==> src/rtl/pool_pkg.sv <==
// Shared types and defaults for the 2x2 max-pooling engine.
// Used by the window sequencer and the pooling datapath.
package pool_pkg;

  localparam int DATA_W_D   = 32;
  localparam int ADDR_W_D   = 16;
  localparam int POOL_LAT_D = 3;

  localparam logic [1:0] PH_LAST = 2'd3;

  typedef enum logic [1:0] {
    IDLE,
    RD,
    DRAIN,
    FIN
  } state_t;

endpackage

==> src/rtl/pool_addr_gen.sv <==
// Window/phase walker for the max-pool sequencer.
// Produces the registered read address and the last-window flag.
module pool_addr_gen
  import pool_pkg::*;
#(
  parameter int ADDR_W = ADDR_W_D,
  parameter int DIM_W  = 10
) (
  input  logic              clk,
  input  logic              rst,
  input  logic              i_load,
  input  logic              i_step,
  input  logic [DIM_W-1:0]  i_width,
  input  logic [DIM_W-1:0]  i_ow,
  input  logic [DIM_W-1:0]  i_oh,
  input  logic [ADDR_W-1:0] i_base,
  output logic [ADDR_W-1:0] o_addr,
  output logic [1:0]        o_phase,
  output logic              o_last
);

  localparam logic [ADDR_W-1:0] A1 = ADDR_W'(1);
  localparam logic [ADDR_W-1:0] A2 = ADDR_W'(2);
  localparam logic [DIM_W-1:0]  D1 = DIM_W'(1);

  logic [ADDR_W-1:0] r_w;
  logic [ADDR_W-1:0] r_row;
  logic [ADDR_W-1:0] r_addr;
  logic [DIM_W-1:0]  r_ow;
  logic [DIM_W-1:0]  r_oh;
  logic [DIM_W-1:0]  r_i;
  logic [DIM_W-1:0]  r_j;
  logic [1:0]        r_phase;

  logic [ADDR_W-1:0] w_col2;
  logic [ADDR_W-1:0] w_a;
  logic [ADDR_W-1:0] w_w2;
  logic [ADDR_W-1:0] w_row_nx;
  logic              w_last_col;
  logic              w_last_row;

  // r_row tracks in_base + 2*i*W so no multiplier is needed
  assign w_col2     = ADDR_W'({r_j, 1'b0});
  assign w_a        = r_row + w_col2;
  assign w_w2       = r_w << 1;
  assign w_row_nx   = r_row + w_w2;
  assign w_last_col = (r_j == r_ow - D1);
  assign w_last_row = (r_i == r_oh - D1);

  assign o_addr  = r_addr;
  assign o_phase = r_phase;
  assign o_last  = w_last_col && w_last_row;

  always_ff @(posedge clk) begin
    if (rst) begin
      r_w     <= '0;
      r_row   <= '0;
      r_addr  <= '0;
      r_ow    <= '0;
      r_oh    <= '0;
      r_i     <= '0;
      r_j     <= '0;
      r_phase <= '0;
    end else if (i_load) begin
      r_w     <= ADDR_W'(i_width);
      r_ow    <= i_ow;
      r_oh    <= i_oh;
      r_i     <= '0;
      r_j     <= '0;
      r_phase <= '0;
      r_row   <= i_base;
      r_addr  <= i_base;
    end else if (i_step) begin
      r_phase <= r_phase + 2'd1;
      unique case (r_phase)
        2'd0: r_addr <= w_a + A1;
        2'd1: r_addr <= w_a + r_w;
        2'd2: r_addr <= w_a + r_w + A1;
        default: begin
          if (w_last_col) begin
            r_j    <= '0;
            r_i    <= r_i + D1;
            r_row  <= w_row_nx;
            r_addr <= w_row_nx;
          end else begin
            r_j    <= r_j + D1;
            r_addr <= w_a + A2;
          end
        end
      endcase
    end
  end

endmodule

==> src/rtl/maxpool_window_ctrl.sv <==
// 2x2 max-pool window sequencer: reads operands, feeds the
// pooling datapath and writes one result word per window.
module maxpool_window_ctrl
  import pool_pkg::*;
#(
  parameter int DATA_W   = DATA_W_D,
  parameter int ADDR_W   = ADDR_W_D,
  parameter int DIM_W    = 10,
  parameter int POOL_LAT = POOL_LAT_D
) (
  input  logic              clk,
  input  logic              rst,
  input  logic              start,
  input  logic [DIM_W-1:0]  cfg_width,
  input  logic [DIM_W-1:0]  cfg_height,
  input  logic [ADDR_W-1:0] cfg_in_base,
  input  logic [ADDR_W-1:0] cfg_out_base,
  output logic              busy,
  output logic              done,
  output logic              rd_en,
  output logic [ADDR_W-1:0] rd_addr,
  input  logic [DATA_W-1:0] rd_data,
  output logic              pool_en,
  output logic [DATA_W-1:0] pool_in1,
  output logic [DATA_W-1:0] pool_in2,
  output logic [DATA_W-1:0] pool_in3,
  output logic [DATA_W-1:0] pool_in4,
  input  logic [DATA_W-1:0] pool_out,
  output logic              wr_en,
  output logic [ADDR_W-1:0] wr_addr,
  output logic [DATA_W-1:0] wr_data
);

  localparam logic [ADDR_W-1:0] A1 = ADDR_W'(1);

  state_t            r_state;
  logic              r_busy;
  logic              r_done;
  logic              r_rd_en;
  logic              r_pool_en;
  logic [ADDR_W-1:0] r_out_base;

  logic              r_rd_vld;
  logic [1:0]        r_rd_ph;
  logic [DATA_W-1:0] r_stg0;
  logic [DATA_W-1:0] r_stg1;
  logic [DATA_W-1:0] r_stg2;
  logic [DATA_W-1:0] r_pin1;
  logic [DATA_W-1:0] r_pin2;
  logic [DATA_W-1:0] r_pin3;
  logic [DATA_W-1:0] r_pin4;
  logic [POOL_LAT-1:0] r_vsr;

  logic              r_wr_en;
  logic [ADDR_W-1:0] r_wr_addr;
  logic [ADDR_W-1:0] r_wr_cnt;

  logic [DIM_W-1:0]  w_ow;
  logic [DIM_W-1:0]  w_oh;
  logic              w_zero;
  logic              w_accept;
  logic              w_load;
  logic              w_step;
  logic              w_last;
  logic              w_end_rd;
  logic              w_inject;
  logic [1:0]        w_phase;
  logic [POOL_LAT-1:0] w_inj_vec;

  assign w_ow     = cfg_width >> 1;
  assign w_oh     = cfg_height >> 1;
  assign w_zero   = (w_ow == '0) || (w_oh == '0);
  assign w_accept = start && (r_state == IDLE);
  assign w_load   = w_accept && !w_zero;
  assign w_end_rd = (w_phase == PH_LAST) && w_last;
  assign w_step   = (r_state == RD) && !w_end_rd;
  assign w_inject = r_rd_vld && (r_rd_ph == PH_LAST);

  always_comb begin
    w_inj_vec    = '0;
    w_inj_vec[0] = w_inject;
  end

  pool_addr_gen #(
    .ADDR_W (ADDR_W),
    .DIM_W  (DIM_W)
  ) u_addr (
    .clk     (clk),
    .rst     (rst),
    .i_load  (w_load),
    .i_step  (w_step),
    .i_width (cfg_width),
    .i_ow    (w_ow),
    .i_oh    (w_oh),
    .i_base  (cfg_in_base),
    .o_addr  (rd_addr),
    .o_phase (w_phase),
    .o_last  (w_last)
  );

  assign busy     = r_busy;
  assign done     = r_done;
  assign rd_en    = r_rd_en;
  assign pool_en  = r_pool_en;
  assign pool_in1 = r_pin1;
  assign pool_in2 = r_pin2;
  assign pool_in3 = r_pin3;
  assign pool_in4 = r_pin4;
  assign wr_en    = r_wr_en;
  assign wr_addr  = r_wr_addr;
  assign wr_data  = pool_out;

  always_ff @(posedge clk) begin
    if (rst) begin
      r_state    <= IDLE;
      r_busy     <= 1'b0;
      r_done     <= 1'b0;
      r_rd_en    <= 1'b0;
      r_pool_en  <= 1'b0;
      r_out_base <= '0;
    end else begin
      unique case (r_state)
        IDLE: begin
          if (start) begin
            r_out_base <= cfg_out_base;
            if (w_zero) begin
              r_state <= FIN;
              r_done  <= 1'b1;
            end else begin
              r_state   <= RD;
              r_busy    <= 1'b1;
              r_pool_en <= 1'b1;
              r_rd_en   <= 1'b1;
            end
          end
        end
        RD: begin
          if (w_end_rd) begin
            r_state <= DRAIN;
            r_rd_en <= 1'b0;
          end
        end
        DRAIN: begin
          // a read still returning will inject into the pipe
          if (!r_rd_vld && (r_vsr == '0)) begin
            r_state   <= FIN;
            r_busy    <= 1'b0;
            r_pool_en <= 1'b0;
            r_done    <= 1'b1;
          end
        end
        FIN: begin
          r_done  <= 1'b0;
          r_state <= IDLE;
        end
        default: r_state <= IDLE;
      endcase
    end
  end

  always_ff @(posedge clk) begin
    if (rst) begin
      r_rd_vld <= 1'b0;
      r_rd_ph  <= '0;
      r_stg0   <= '0;
      r_stg1   <= '0;
      r_stg2   <= '0;
      r_pin1   <= '0;
      r_pin2   <= '0;
      r_pin3   <= '0;
      r_pin4   <= '0;
      r_vsr    <= '0;
    end else begin
      r_rd_vld <= r_rd_en;
      r_rd_ph  <= w_phase;
      r_vsr    <= (r_vsr << 1) | w_inj_vec;
      if (r_rd_vld) begin
        unique case (r_rd_ph)
          2'd0: r_stg0 <= rd_data;
          2'd1: r_stg1 <= rd_data;
          2'd2: r_stg2 <= rd_data;
          default: begin
            r_pin1 <= r_stg0;
            r_pin2 <= r_stg1;
            r_pin3 <= r_stg2;
            r_pin4 <= rd_data;
          end
        endcase
      end
    end
  end

  always_ff @(posedge clk) begin
    if (rst) begin
      r_wr_en   <= 1'b0;
      r_wr_addr <= '0;
      r_wr_cnt  <= '0;
    end else begin
      r_wr_en <= r_vsr[POOL_LAT-1];
      if (w_accept) begin
        r_wr_cnt <= '0;
      end else if (r_vsr[POOL_LAT-1]) begin
        r_wr_addr <= r_out_base + r_wr_cnt;
        r_wr_cnt  <= r_wr_cnt + A1;
      end
    end
  end

endmodule

==> config.mk <==
export PLATFORM = sky130hd
export DESIGN_NAME = maxpool_window_ctrl
export DESIGN_NICKNAME = d
export VERILOG_FILES = /design/src/rtl/pool_pkg.sv /design/src/rtl/pool_addr_gen.sv /design/src/rtl/maxpool_window_ctrl.sv
export SDC_FILE = /design/constraint.sdc
export NUM_CORES = 1
export LEC_CHECK = 0
export BUFFER_PORTS_ARGS = -buffer_cell sky130_fd_sc_hd__buf_2
export CORE_MARGIN = 3
export CORE_UTILIZATION = 56
export DETAILED_ROUTE_END_ITERATION = 10
export PLACE_DENSITY_LB_ADDON = 0.1
export SYNTH_ARGS = -nofsm -noshare
export SYNTH_HDL_FRONTEND = slang
export SYNTH_SLANG_ARGS = --single-unit
==> constraint.sdc <==
create_clock -name clk -period 5.51 [get_ports clk]
set_clock_uncertainty 0.1 [all_clocks]
set_input_delay 0.551 -clock clk [delete_from_list [all_inputs] [get_ports clk]]
set_output_delay 0.551 -clock clk [all_outputs]
set_load 0.05 [all_outputs]
==> results of run 1 <==
-- cell usage after synthesis (11+ instances only) --
library cell,instances
sky130_fd_sc_hd__nand2_1,638
sky130_fd_sc_hd__dfxtp_1,357
sky130_fd_sc_hd__a21oi_1,343
sky130_fd_sc_hd__clkbuf_1,120
sky130_fd_sc_hd__nor2_1,120
sky130_fd_sc_hd__xnor2_1,79
sky130_fd_sc_hd__ha_1,62
sky130_fd_sc_hd__o21ai_0,50
sky130_fd_sc_hd__xor2_1,47
sky130_fd_sc_hd__inv_1,36
sky130_fd_sc_hd__buf_4,34
sky130_fd_sc_hd__nor3_1,31
sky130_fd_sc_hd__nand3_1,29
sky130_fd_sc_hd__and3_1,18
sky130_fd_sc_hd__a211oi_1,17
sky130_fd_sc_hd__a21o_1,15
sky130_fd_sc_hd__nand4_1,14
sky130_fd_sc_hd__nor2b_1,14
sky130_fd_sc_hd__a31oi_1,13
sky130_fd_sc_hd__and2_1,13
sky130_fd_sc_hd__mux2i_1,11
sky130_fd_sc_hd__nor4_1,11
-- registers in the layout, indices dropped and copies added (netlist names), 2 cells and up --
signal / cells
pool_in3: 32
pool_in4: 32
r_stg0: 32
pool_in2: 32
u_addr.o_addr: 16
u_addr.r_row: 16
r_stg1: 32
pool_in1: 32
u_addr.r_i: 10
r_vsr: 3
r_wr_cnt: 16
wr_addr: 16
r_out_base: 16
r_state: 2
r_stg2: 32
u_addr.o_phase: 2
u_addr.r_j: 10
r_rd_ph: 2
u_addr.r_oh: 9
u_addr.r_ow: 9
-- cell type report --
cell class / count / area (µm²) / share of cell area (%)
Tap cell: 390 / 488 / 2.45
Clock inverter: 16 / 238 / 1.19
Sequential cell: 357 / 7150 / 35.9
Inverter: 36 / 135 / 0.679
Multi-Input combinational cell: 1689 / 9420 / 47.3
Clock buffer: 50 / 1040 / 5.25
Timing Repair Buffer: 272 / 1440 / 7.23
-- worst reg2reg max path, delay by kind of cell, from the launching register on --
family / cells / cell delay [ns]
compound gates: 8 / 1.98
xor+xnor: 2 / 0.39
fa+ha+maj: 3 / 1.15
flops: 1 / 0.39
simple gates: 4 / 0.96
-- power by group through the flow --
stage,Clock (µW),Combinational (µW),Sequential (µW)
after global routing,2750,2180,2980
after detailed placement,0,1950,3010
after global placement,0,1920,3000
after floorplan,0,1390,3110
final,2610,1990,2960
after CTS,2650,1970,2960
-- layout by cell type (no fill, tap or decap), types with 14 or more instances in the layout --
master and instances:
sky130_fd_sc_hd__nand2_1 637, sky130_fd_sc_hd__nor3_1 31, sky130_fd_sc_hd__o21ai_0 49, sky130_fd_sc_hd__dfxtp_1 357, sky130_fd_sc_hd__a21o_1 15, sky130_fd_sc_hd__ha_1 62
sky130_fd_sc_hd__clkbuf_16 37, sky130_fd_sc_hd__nor2b_1 14, sky130_fd_sc_hd__inv_1 36, sky130_fd_sc_hd__and3_1 17, sky130_fd_sc_hd__a21oi_1 343, sky130_fd_sc_hd__xnor2_1 79
sky130_fd_sc_hd__a211oi_1 15, sky130_fd_sc_hd__nand3_1 28, sky130_fd_sc_hd__xor2_1 47, sky130_fd_sc_hd__nor2_1 119, sky130_fd_sc_hd__buf_4 21, sky130_fd_sc_hd__nand4_1 14
sky130_fd_sc_hd__buf_2 249
-- path summary, 6_finish.rpt --
kind / to / slack (ns)
worst min register to register: pool_in1[25]$_SDFFE_PP0P_ / 0.35
worst min-delay path: r_out_base[8]$_SDFFE_PP0P_ / 0.15
worst max register to register: u_addr.o_addr[15]$_SDFFE_PP0P_ / 0.37
worst max-delay path: u_addr.o_addr[15]$_SDFFE_PP0P_ / 0.37
-- routing by layer --
| metal | routed length (µm) | vias up |
|---|---|---|
| li1 | - | 7876 |
| met1 | 22400 | 7508 |
| met2 | 22300 | 524 |
| met3 | 3870 | 102 |
| met4 | 1440 | 2 |
| met5 | 13 | - |
-- per-stage QoR --
stage	total power [µW]	util, %	cells	instance area, µm²	hold slack (ns)
2_1_floorplan	4500	-	2249	17400	0.332
3_3_place_gp	4930	61.7	2744	18600	0.338
3_5_place_dp	4970	61.7	2744	18600	0.341
4_1_cts	7570	65.9	2810	19900	0.142
5_1_grt	7910	65.9	2810	19900	0.154
6_report	7560	65.9	2810	19900	0.153
-- kinds of logic after synthesis --
family                     synth area share [%]
adders and majority gates                  4.90
AOI/OAI and AO/OA                          18.3
and+or+nand+nor                            23.3
DFF                                        41.0
xor gates and xnor gates                   6.51
muxes                                     0.696
buffers and inverters                      5.30
==> results.cfg, run 1 <==
[timing]
hold_violations = 0
finalSetupTns_ns = 0
worst_slew_pin_slew_ns = 1.01
fin_crit_ns = 5.14
fin_crit_sh_pct = 93.2
timing.max_slew.rel_slack_pct = 32.7
fmax_mhz = 195
setup_viol = 0
setup_ws_ns = 0.374
grt_setup_unrepaired = no
finalMaxSlewViolations = 0

[die]
design.portCount = 316
height_of_the_chip_um = 183
floorplan.die_area_um2 = 33300
row_count = 63
core-area_um2 = 30200
die_w_um = 183
initial_utilization_pct = 57.8

[worst_setup_path]
critical_path_class = reg -> reg
critical_path.startpoint = u_addr.r_j[0]$_SDFFE_PP0P_
crit_path_cell_trace = ha_1 -> fa_1 -> a211oi_2 -> o21ai_1 -> a31oi_1 -> xnor2_1 -> ha_1 -> nand2_1 -> a311oi_1 -> o21ai_1 -> a2111oi_2 -> xor2_1 -> nand4b_1 -> or4_4 -> and2_1 -> a221oi_2 -> a221oi_2
crit_path_top_delay_cell = sky130_fd_sc_hd__fa_1
critical_path_depth = 17
worstPathMaxFanout = 6
critPathArrivalTime_ns = 5.41
data_required_time_at_the_worst_endpoint_ns = 5.78
critical_path.endpoint_type = register
critical_path.max_stage_delay_ns = 0.46
critical_path_buf_inv_count = 0
worstSetupStartpointType = register
reg2reg_from = u_addr.r_j[0]$_SDFFE_PP0P_
path_delay_family = compound AO/OA/AOI/OAI gates
worstRegToRegCells = 17

[detailed_routing]
route.vias.total = 16012
post_drt_via_cell_ratio = 5.70
first_pass_iters = 5
remaining_drc_errors = 0
drt-total-wl_um = 50100
antenna_violating_nets_left = 0
number_of_drc_markers_in_iteration_0 = 1329
detail_route.wl_per_cell_um = 17.8

[clock_tree]
holdBufCountCts = 0
h-tree-depth = 2
clock_path_buffers = 3
cts_tree = done
post_cts_buffers = 0
root_buffer = sky130_fd_sc_hd__clkbuf_16
insertion_delay_ns = 0.53
clkTransAtPathRegs_ns = 0.07
cts.sink_count = 357
post_cts_resize_count = 0
cts_made_buffers = 37

[synthesis]
synth.net_count = 2434
synth_flop_cell = sky130_fd_sc_hd__dfxtp_1
netlist_instances = 2249
yosys_warnings = 0
synth-seq-area-share_pct = 41.0
synth_top_area_share_pct = 41.0
synth.distinct_cells = 93
synth-seq-cells = 357
number_of_enable_type_register_cells_in_the_synthesized_netlist = 0
synth.largest_area_cell = sky130_fd_sc_hd__dfxtp_1
synth.top_cells.by_area = sky130_fd_sc_hd__dfxtp_1 41%, sky130_fd_sc_hd__nand2_1 14%, sky130_fd_sc_hd__a21oi_1 9.8%
syn_area_per_cell_um2 = 7.76
synth_async_sr_flop_share_pct = 0
mappedNetlistArea_um2 = 17400

[place]
buffer_ports.inserted = 250
detailedPlace.worstSlack_ns = 0.132
detailed_place_hpwl_um = 34600
routabilityCongestion = 0.921

[power]
share_comb_of_total_power_pct = 26.3
power_switching_uw = 2580
share_seq_of_total_power_pct = 39.2
swShare_pct = 34.2
power.density_nw_per_um2 = 380
power_report.internal_total_uw = 4980
irDropWorstVdd_uv = 366
share_clk_of_total_power_pct = 34.5
power.leakage_uw = 0.00784

[min_path]
hp-class = in -> reg
worstHoldStart = cfg_out_base[8]
worst_hold_path.num_cells = 3

[global_routing]
top_usage_layer = met2
grt.total_usage_pct = 28.8
vias_in_the_first_global_route = 14890
antenna_found_initial = 1
overflow = 0
grt_util_met3_pct = 5.90
grtUsageMet1_pct = 40.3
wire_length_of_the_first_global_routing_pass_um = 79000
grtUsageMet2_pct = 45.0
grt_max_degree = 229

[run]
max-cap-violations = 0

[cells_and_area]
drive_gt1_share_pct = 15.6
antenna-diode-count = 0
fillers = 2611
nets = 2578
synthToLayoutAreaGrowth_pct = 14.1

[status]
outcome = finished, final reports clean
Power figures use the tool's default switching activity.
==> run 2: changes to the inputs <==
- CORE_UTILIZATION: 56 -> 45
- SKIP_CTS_REPAIR_TIMING: default -> 1
==> results.cfg, run 2 (synthesis results as in run 1) <==
[detailed_routing]
route.vias.total = 15954
first_pass_iters = 5
drt-total-wl_um = 52200
remaining_drc_errors = 0
antenna_violating_nets_left = 0
number_of_drc_markers_in_iteration_0 = 923
detail_route.wl_per_cell_um = 17.8
post_drt_via_cell_ratio = 5.44

[clock_tree]
cts_made_buffers = 40
cts.sink_count = 357
root_buffer = sky130_fd_sc_hd__clkbuf_16
insertion_delay_ns = 0.56
clkTransAtPathRegs_ns = 0.06
cts_tree = done
clock_path_buffers = 3
h-tree-depth = 2

[place]
placed_cells_incl_taps = 2864
routabilityCongestion = 0.871
detailedPlace.worstSlack_ns = 0.122
detailed_place_hpwl_um = 36100
buffer_ports.inserted = 250

[run]
max-cap-violations = 0

[global_routing]
grt.total_usage_pct = 24.5
grt_max_degree = 163
vias_in_the_first_global_route = 15173
wire_length_of_the_first_global_routing_pass_um = 82200
antenna_found_initial = 0
overflow = 0

[timing]
fmax_mhz = 195
setup_viol = 0
timing.max_slew.rel_slack_pct = 32.0
grt_setup_unrepaired = no
finalMaxSlewViolations = 0
fin_crit_ns = 5.14
fin_crit_sh_pct = 93.3
worst_slew_pin_slew_ns = 1.02
hold_violations = 0
setup_ws_ns = 0.371
finalSetupTns_ns = 0
hold-worst-slack_ns = 0.135

[min_path]
hp-class = in -> reg

[worst_setup_path]
worstSetupStartpointType = register
critical_path.endpoint_type = register
data_required_time_at_the_worst_endpoint_ns = 5.80
critPathArrivalTime_ns = 5.43
critical_path_class = reg -> reg
worstPathMaxFanout = 6

[power]
irDropWorstVdd_uv = 288
power.leakage_uw = 0.00784
p_total_uw = 7580
power.density_nw_per_um2 = 378

[cells_and_area]
area.sequential_um2 = 7150
drive_gt1_share_pct = 15.6
multi_input_comb_area_um2 = 9430
fillers = 3697
antenna-diode-count = 0
commonest_non_fill_non_tap_cell_in_the_layout = sky130_fd_sc_hd__nand2_1
layout_common_cells = 637 x sky130_fd_sc_hd__nand2_1, 357 x sky130_fd_sc_hd__dfxtp_1, 343 x sky130_fd_sc_hd__a21oi_1
synthToLayoutAreaGrowth_pct = 15.0
final_cells = 2933
nets = 2580

[status]
outcome = finished, final reports clean

[die]
die_w_um = 203
floorplan.die_area_um2 = 41200
core-area_um2 = 37900
initial_utilization_pct = 46.0
design.portCount = 316
height_of_the_chip_um = 203
row_count = 71
[run 2: final cells by class]
cell class                      count  share of cell area [%]
Inverter                           36                   0.674
Tap cell                          511                    3.19
Clock inverter                     11                   0.518
Timing Repair Buffer              271                    7.07
Sequential cell                   357                    35.6
Multi-Input combinational cell   1689                    47.0
Clock buffer                       58                    5.93
[run 2: power breakdown]
part	internal (µW)	total, µW	switching [µW]
registers	2760	2960	198
logic	675	1990	1320
clock network	1550	2630	1080
[run 2: metal layers]
| layer | wire length (µm) | GRT usage (%) | vias up |
|---|---|---|---|
| li1 | - | - | 7881 |
| met1 | 23900 | 33.8 | 7565 |
| met2 | 23400 | 38.4 | 417 |
| met3 | 3460 | 5.50 | 91 |
| met4 | 1350 | 7.32 | 0 |
| met5 | 0 | 0 | - |
[run 2: stage by stage]
stage | area [µm²] | utilization (%)
global route | 20100 | 52.9
CTS | 20000 | 52.8
detailed placement | 18700 | 49.4
floorplan | 17400 | -
finish | 20100 | 52.9
global placement | 18700 | 49.4
[run 2: worst paths after layout]
kind / slack (ns) / depth (start not counted) / to / start
worst max register to register: 0.37 / 18 / u_addr.o_addr[15]$_SDFFE_PP0P_ / u_addr.r_j[0]$_SDFFE_PP0P_
worst max-delay path: 0.37 / 18 / u_addr.o_addr[15]$_SDFFE_PP0P_ / u_addr.r_j[0]$_SDFFE_PP0P_
worst min register to register: 0.35 / 2 / pool_in3[4]$_SDFFE_PP0P_ / r_stg2[4]$_SDFFE_PP0P_
worst min-delay path: 0.13 / 3 / r_out_base[10]$_SDFFE_PP0P_ / cfg_out_base[10]
[run 2: critical path: stages, from the launching register on]
cell and delay, ns:
sky130_fd_sc_hd__dfxtp_1 0.38, sky130_fd_sc_hd__ha_1 0.28, sky130_fd_sc_hd__fa_1 0.45, sky130_fd_sc_hd__a211oi_2 0.33
sky130_fd_sc_hd__o21bai_1 0.14, sky130_fd_sc_hd__a211oi_2 0.30, sky130_fd_sc_hd__nor2_1 0.15, sky130_fd_sc_hd__ha_1 0.36
sky130_fd_sc_hd__a21o_1 0.22, sky130_fd_sc_hd__a21o_1 0.17, sky130_fd_sc_hd__a21o_1 0.18, sky130_fd_sc_hd__o21ai_0 0.36
sky130_fd_sc_hd__a2111oi_2 0.10, sky130_fd_sc_hd__xor2_1 0.18, sky130_fd_sc_hd__nand4b_1 0.25, sky130_fd_sc_hd__or4_4 0.47
sky130_fd_sc_hd__and2_1 0.19, sky130_fd_sc_hd__a221oi_2 0.25, sky130_fd_sc_hd__a221oi_2 0.10
